### src/rtl/dma_reg_if_pkg.sv
`default_nettype none
// +----------------------------------------------------------------------+
// | Module   : dmaRegPkg                                                 |
// | Purpose  : Shared register map, array types and byte helpers for the |
// |            DMA controller CPU register port.                         |
// | Revision : 1.0  initial release                                      |
// +----------------------------------------------------------------------+
package dmaRegPkg;

  localparam int CH_N   = 4;
  localparam int WORD_W = 16;

  // CPU register map (A3..A0)
  localparam logic [3:0] ADDR_CH0A       = 4'h0;
  localparam logic [3:0] ADDR_CH0C       = 4'h1;
  localparam logic [3:0] ADDR_CH1A       = 4'h2;
  localparam logic [3:0] ADDR_CH1C       = 4'h3;
  localparam logic [3:0] ADDR_CH2A       = 4'h4;
  localparam logic [3:0] ADDR_CH2C       = 4'h5;
  localparam logic [3:0] ADDR_CH3A       = 4'h6;
  localparam logic [3:0] ADDR_CH3C       = 4'h7;
  localparam logic [3:0] ADDR_CMD        = 4'h8;  // write command / read status
  localparam logic [3:0] ADDR_REQ        = 4'h9;
  localparam logic [3:0] ADDR_SGLMASK    = 4'hA;
  localparam logic [3:0] ADDR_MODE       = 4'hB;
  localparam logic [3:0] ADDR_CLRFF      = 4'hC;
  localparam logic [3:0] ADDR_MCLR       = 4'hD;  // write master clear / read temp
  localparam logic [3:0] ADDR_CLRMASK    = 4'hE;
  localparam logic [3:0] ADDR_WRALLMASK  = 4'hF;

  // Status byte layout
  localparam int STAT_TC_LSB  = 0;
  localparam int STAT_REQ_LSB = 4;

  typedef logic [CH_N-1:0][WORD_W-1:0] chanArr16_t;
  typedef logic [CH_N-1:0][7:0]        modeArr_t;

  // Replace the low or high byte of a 16-bit register
  function automatic logic [WORD_W-1:0] put_byte(input logic [WORD_W-1:0] w,
                                                 input logic [7:0] b,
                                                 input logic hi);
    return hi ? {b, w[7:0]} : {w[15:8], b};
  endfunction

  // Pick the low or high byte of a 16-bit register
  function automatic logic [7:0] get_byte(input logic [WORD_W-1:0] w,
                                          input logic hi);
    return hi ? w[15:8] : w[7:0];
  endfunction

endpackage
`default_nettype wire

### src/rtl/dma_strobe_edge.sv
`default_nettype none
// +----------------------------------------------------------------------+
// | Module   : dma_strobe_edge                                           |
// | Purpose  : Registers an active-low strobe and flags its falling edge |
// |            one cycle later.                                          |
// | Revision : 1.0  initial release                                      |
// +----------------------------------------------------------------------+
module dma_strobe_edge (
  input  logic clk,
  input  logic resetN,
  input  logic strobeN,
  output logic fall,
  output logic active
);

  logic strbQ;
  logic strbQQ;

  // Two-stage history; reset treats the strobe as already asserted so a
  // strobe held through reset must deassert before it can produce an edge.
  always_ff @(posedge clk) begin
    if (!resetN) begin
      strbQ  <= 1'b0;
      strbQQ <= 1'b0;
    end else begin
      strbQ  <= strobeN;
      strbQQ <= strbQ;
    end
  end

  assign fall   = strbQQ & ~strbQ;
  assign active = ~strbQ;

endmodule
`default_nettype wire

### src/rtl/dma_reg_if.sv
`default_nettype none
// +----------------------------------------------------------------------+
// | Module   : dma_reg_if                                                |
// | Purpose  : CPU register port of the 8237A-style DMA controller:      |
// |            decode, byte-pointer flip-flop, channel/mode/command/     |
// |            mask/request/status/temp registers, engine update port.   |
// | Revision : 1.0  initial release                                      |
// +----------------------------------------------------------------------+
module dma_reg_if
  import dmaRegPkg::*;
#(
  parameter int NUM_CH = 4,
  parameter int REG_W  = 16
) (
  input  logic              clk,
  input  logic              resetN,
  input  logic              csN,
  input  logic              iorN,
  input  logic              iowN,
  input  logic [3:0]        addr,
  input  logic [7:0]        dbIn,
  output logic [7:0]        dbOut,
  output logic              dbOe,
  input  logic              cpuAccessEn,
  input  logic              updEn,
  input  logic [1:0]        updChan,
  input  logic [REG_W-1:0]  updAddr,
  input  logic [REG_W-1:0]  updWord,
  input  logic              reload,
  input  logic [NUM_CH-1:0] tcSet,
  input  logic [NUM_CH-1:0] maskSet,
  input  logic [NUM_CH-1:0] reqClr,
  input  logic [NUM_CH-1:0] dreqIn,
  input  logic              tempLoad,
  input  logic [7:0]        tempIn,
  output chanArr16_t        currAddr,
  output chanArr16_t        currWord,
  output modeArr_t          mode,
  output logic [7:0]        command,
  output logic [NUM_CH-1:0] request,
  output logic [NUM_CH-1:0] mask
);

  chanArr16_t        baseAddr;
  chanArr16_t        baseWord;
  logic [NUM_CH-1:0] tcBits;
  logic [7:0]        temp;
  logic              flipFlop;

  logic iorFall, iorActive, iowFall, iowActive;
  logic rdEv, wrEv;
  logic isChan;
  logic [1:0] chIdx;
  logic isWordReg;
  logic [7:0] statusByte;
  logic [7:0] rdData;

  dma_strobe_edge u_ior_edge (
    .clk     (clk),
    .resetN  (resetN),
    .strobeN (iorN),
    .fall    (iorFall),
    .active  (iorActive)
  );

  dma_strobe_edge u_iow_edge (
    .clk     (clk),
    .resetN  (resetN),
    .strobeN (iowN),
    .fall    (iowFall),
    .active  (iowActive)
  );

  // One event per strobe; a simultaneous read and write strobe is ignored
  assign rdEv = ~csN & cpuAccessEn & iorFall & ~iowActive;
  assign wrEv = ~csN & cpuAccessEn & iowFall & ~iorActive;

  assign chIdx     = addr[2:1];
  assign isWordReg = addr[0];

  // Identify the eight channel address/count locations
  always_comb begin
    isChan = 1'b0;
    case (addr)
      ADDR_CH0A, ADDR_CH0C, ADDR_CH1A, ADDR_CH1C,
      ADDR_CH2A, ADDR_CH2C, ADDR_CH3A, ADDR_CH3C: isChan = 1'b1;
      default: isChan = 1'b0;
    endcase
  end

  // Read-data mux; unmapped read addresses return zero
  always_comb begin
    statusByte = 8'h00;
    statusByte[STAT_REQ_LSB +: CH_N] = dreqIn;
    statusByte[STAT_TC_LSB  +: CH_N] = tcBits;
    rdData = 8'h00;
    if (isChan) begin
      rdData = isWordReg ? get_byte(currWord[chIdx], flipFlop)
                         : get_byte(currAddr[chIdx], flipFlop);
    end else if (addr == ADDR_CMD) begin
      rdData = statusByte;
    end else if (addr == ADDR_MCLR) begin
      rdData = temp;
    end
  end

  // Read-enable follows the live chip select and read strobe one clock later
  always_ff @(posedge clk) begin
    if (!resetN) dbOe <= 1'b0;
    else         dbOe <= ~csN & ~iorN;
  end

  // Register file: engine updates first, CPU accesses after so they win
  always_ff @(posedge clk) begin
    if (!resetN) begin
      baseAddr <= '0;
      baseWord <= '0;
      currAddr <= '0;
      currWord <= '0;
      mode     <= '0;
      command  <= '0;
      request  <= '0;
      mask     <= '1;
      tcBits   <= '0;
      temp     <= '0;
      flipFlop <= 1'b0;
      dbOut    <= '0;
    end else begin
      if (updEn) begin
        if (reload) begin
          currAddr[updChan] <= baseAddr[updChan];
          currWord[updChan] <= baseWord[updChan];
        end else begin
          currAddr[updChan] <= updAddr;
          currWord[updChan] <= updWord;
        end
      end
      tcBits  <= tcBits | tcSet;
      mask    <= mask | maskSet;
      request <= request & ~reqClr;
      if (tempLoad) temp <= tempIn;

      if (rdEv) begin
        dbOut <= rdData;
        if (isChan) flipFlop <= ~flipFlop;
        // Status read clears TC bits, but a same-cycle set still lands
        if (addr == ADDR_CMD) tcBits <= tcSet;
      end

      if (wrEv) begin
        case (addr)
          ADDR_CH0A, ADDR_CH1A, ADDR_CH2A, ADDR_CH3A: begin
            baseAddr[chIdx] <= put_byte(baseAddr[chIdx], dbIn, flipFlop);
            currAddr[chIdx] <= put_byte(currAddr[chIdx], dbIn, flipFlop);
            flipFlop        <= ~flipFlop;
          end
          ADDR_CH0C, ADDR_CH1C, ADDR_CH2C, ADDR_CH3C: begin
            baseWord[chIdx] <= put_byte(baseWord[chIdx], dbIn, flipFlop);
            currWord[chIdx] <= put_byte(currWord[chIdx], dbIn, flipFlop);
            flipFlop        <= ~flipFlop;
          end
          ADDR_CMD:       command <= dbIn;
          ADDR_REQ:       request[dbIn[1:0]] <= dbIn[2];
          ADDR_SGLMASK:   mask[dbIn[1:0]] <= dbIn[2];
          ADDR_MODE:      mode[dbIn[1:0]] <= dbIn;
          ADDR_CLRFF:     flipFlop <= 1'b0;
          ADDR_MCLR: begin
            command  <= '0;
            tcBits   <= '0;
            request  <= '0;
            temp     <= '0;
            flipFlop <= 1'b0;
            mask     <= '1;
          end
          ADDR_CLRMASK:   mask <= '0;
          ADDR_WRALLMASK: mask <= dbIn[NUM_CH-1:0];
          default: ;
        endcase
      end
    end
  end

endmodule
`default_nettype wire

### config.mk
export PLATFORM = sky130hd
export DESIGN_NAME = dma_reg_if
export DESIGN_NICKNAME = d
export VERILOG_FILES = /design/src/rtl/dma_reg_if_pkg.sv /design/src/rtl/dma_strobe_edge.sv /design/src/rtl/dma_reg_if.sv
export SDC_FILE = /design/constraint.sdc
export NUM_CORES = 1
export LEC_CHECK = 0
export ABC_AREA = 1
export CORE_UTILIZATION = 40
export CTS_CLUSTER_SIZE = 40
export DETAILED_ROUTE_END_ITERATION = 7
export SLEW_MARGIN = 10
export SYNTH_ARGS = -nofsm -noshare
export SYNTH_HDL_FRONTEND = slang
export SYNTH_SLANG_ARGS = --single-unit
### constraint.sdc
create_clock -name clk -period 1.8 [get_ports clk]
set_clock_uncertainty 0.05 [all_clocks]
set_input_delay 0.36 -clock clk [delete_from_list [all_inputs] [get_ports clk]]
set_output_delay 0.36 -clock clk [all_outputs]
set_load 0.005 [all_outputs]
==> impl_metrics.tcl <==
set metrics [dict create \
    status "completed" \
    fin_crit_ps 1700 \
    synth_cells 2919 \
    required_ps 2230 \
    die_width_um 215 \
    num-fill-cells 4369 \
    crit_fanout 32 \
    fin_crit_sh_pct 94.5 \
    synthesis.nets 2998 \
    die_h_um 215 \
    critPathCaptureType "register" \
    wl_per_cell_um 20.3 \
    synth_edf_count 0 \
    crit_arrival_ps 2140 \
    synth.yosys.seq_area_share_pct 36.3 \
    grt_pass1_wl_mm 120 \
    met1_usage_pct 45.5 \
    portBuffers 263 \
    tightest_slew_ps 477 \
    ys_async_sr_fraction_pct 0 \
    relSlewSlack_pct 68.2 \
    place_area_um2 23300 \
    h-tree-depth 2 \
    cts_root_buf "clkbuf_16" \
    globalRouteOverflowTotal 0 \
    synth_area_leaders "dfxtp_1, nand2_1, nand3_1, a21oi_1, o21ai_0" \
    power_leakage_nw 11.9 \
    first_global_vias 20100 \
    crit_chain "nand3_2, nor2_4, buf_12, nand3_1, inv_2, buf_12, o21ai_0, a21oi_1" \
    drt_iter0_drc 2424 \
    hold_viol 0 \
    ys_warn_count 0 \
    boundaryPins 264 \
    setup_viol 0 \
    timing.max_cap.violations 0 \
    fp-row-count 77 \
    antenna_found_initial 3 \
    route.vias.total 21600 \
    cts_tree "built" \
    clock-sinks 330 \
    clk_pin_slew_worst_paths_ps 60 \
    hold_class "input port to register" \
    ir_drop_v 0.000586 \
    synth_top_area_share_pct 36.3 \
    wirelength_mm 79.4 \
    gp_congestion 0.947 \
    max-clock-path-buffers 3 \
    cts_inserted_buffers 40 \
    r2r_slack_ps 100 \
    post_route_cells_drive_above_1_share_pct 15.5 \
    ys_ff_latch 330 \
    grt_util_met2_pct 50.7 \
    grt_use_total_pct 33.6 \
    total_power_mw 18.2 \
    slowest_delay_ps 370 \
    drt-pass1-iter-count 5 \
    final_area_um2 24800 \
    grt_max_degree 100 \
    cp-start-kind "register" \
    design.core.area_um2 44500 \
    routed_via_density 5.51 \
    powerDensity_nw_per_um2 736 \
    syn_to_final_growth_pct 36.1 \
    max_freq_ghz 0.588 \
    detailed_place_hpwl_mm 56.0 \
    cp_slowest_cell "dfxtp_1" \
    crit_type "register to register" \
    synth_cell_types 34 \
    avgSynthCellArea_um2 6.24 \
    grt_busiest_layer "met2" \
    dieArea_um2 46400 \
    yosysTopAreaCell "dfxtp_1" \
    cpMostUsedCell "buf_12" \
    instances_no_fill 3920 \
    insertion_delay_ps 570 \
    nets 3377 \
    syn_area_um2 18200 \
    ys.flop_type "dfxtp_1" \
    initial_core_util_pct 40.9 \
    slew_violations 0 \
    n_antenna_cell 0 \
    ant_nets 0 \
    dp_cells 3829 \
    drc_errors 0 \
    rsz0062_at_grt "no" \
    globalRouteMet3Util_pct 7.84 \
]
-- metal layers --
| layer | vias up | part of all wire [%] |
|---|---|---|
| met4 | 0 | 4.4 |
| met1 | 10000 | 42 |
| li1 | 10200 | - |
| met2 | 1216 | 43 |
| met5 | - | 0 |
| met3 | 195 | 11 |
-- critical path, delay by kind of cell, from the launching register on --
kind	cells	cell delay, ps
compound gates	2	310
buf+inv	3	530
simple gates	3	350
flops	1	370
-- sequential cells by signal (all words and copies together) (netlist names) --
| name | cells |
|---|---|
| baseAddr | 64 |
| baseWord | 64 |
| command | 8 |
| currAddr | 64 |
| currWord | 64 |
| dbOe | 1 |
| dbOut | 8 |
| flipFlop | 1 |
| mask | 4 |
| mode | 32 |
| request | 4 |
| tcBits | 4 |
| temp | 8 |
| u_ior_edge.strbQ | 1 |
| u_ior_edge.strbQQ | 1 |
| u_iow_edge.strbQ | 1 |
| u_iow_edge.strbQQ | 1 |
-- logic make-up (layout without fill, tap and decap cells) --
family | count (synthesis) | count (layout) | synth area share, %
and+or+nand+nor | 1502 | 1502 | 35.5
muxes | 5 | 5 | 0.275
DFF | 330 | 330 | 36.3
buffers and inverters | 487 | 896 | 11.2
AOI/OAI and AO/OA | 595 | 595 | 16.8
-- final timing paths --
path,from,end,cells past startpoint
worst min register to register,u_iow_edge.strbQ,u_iow_edge.strbQQ,2
worst min-delay path,resetN,mode[17],2
worst max-delay path,u_ior_edge.strbQ,baseWord[22],8
worst max register to register,u_ior_edge.strbQ,baseWord[22],8
-- placed cells by master (no fill, tap or decap), types with 2 or more instances in the layout --
cell type,Yosys,layout
nor2_4,10,10
a21boi_1,7,7
mux2i_1,5,5
inv_4,3,3
o21ai_0,249,249
buf_4,16,193
o21a_1,2,2
o21ai_1,45,45
dlygate4sd2_1,0,184
nand2_4,3,3
nor2_8,2,2
nand3_1,277,275
buf_6,8,3
o21ai_2,2,2
nand2_1,856,855
a21oi_1,272,272
clkdlybuf4s50_1,0,75
dfxtp_1,330,238
inv_2,19,21
dfxtp_2,0,80
clkbuf_1,81,6
nor3_1,3,3
nor2_2,5,5
nand3_2,5,7
clkinv_1,4,4
inv_1,274,272
or2_2,35,35
bufinv_16,0,4
buf_12,0,67
nand4_1,68,68
nand3_4,2,2
nor2_1,233,233
clkinv_2,0,9
clkbuf_16,0,41
nand2_2,2,3
dfxtp_4,0,12
clkbuf_8,0,12
o21bai_1,16,16
-- Yosys cell counts, types with 16 or more instances --
| cell | n |
|---|---|
| a21oi_1 | 272 |
| buf_2 | 67 |
| buf_4 | 16 |
| clkbuf_1 | 81 |
| dfxtp_1 | 330 |
| inv_1 | 274 |
| inv_2 | 19 |
| nand2_1 | 856 |
| nand3_1 | 277 |
| nand4_1 | 68 |
| nor2_1 | 233 |
| o21ai_0 | 249 |
| o21ai_1 | 45 |
| o21bai_1 | 16 |
| or2_2 | 35 |
-- where the power goes --
group	total, mW	switching, mW	internal [mW]
Clock	8.57	3.34	5.23
Combinational	2.17	1.31	0.855
Sequential	7.50	0.0931	7.41
Total	18.2	4.75	13.5
-- through the flow --
stage	hold slack (ps)	TNS (ps)	setup WS (ps)	util, %
finish	125	0	98.6	55.7
global route	115	0	0.159	55.7
CTS	100	0	9.84	55.6
detailed placement	388	-98300	-427	52.4
global placement	382	-97620	-442	52.4
floorplan	371	0	153	-
-- timing repair --
action,in CTS,in global routing
hold buffers,0,0
pin swaps,0,1
gates resized for setup,287,6
setup endpoints to repair,184,27
setup buffers,18,1
cloned,0,0
-- cell type report --
| type | count | area (µm²) | area share [%] |
|---|---|---|---|
| clock buffer | 59 | 1210 | 4.90 |
| clock inverter | 13 | 165 | 0.666 |
| inverter | 300 | 1130 | 4.57 |
| multi-input combinational | 2102 | 9570 | 38.6 |
| sequential | 330 | 6750 | 27.2 |
| tap | 592 | 741 | 2.99 |
| timing repair buffer | 524 | 5200 | 21.0 |
Power figures use the tool's default switching activity.
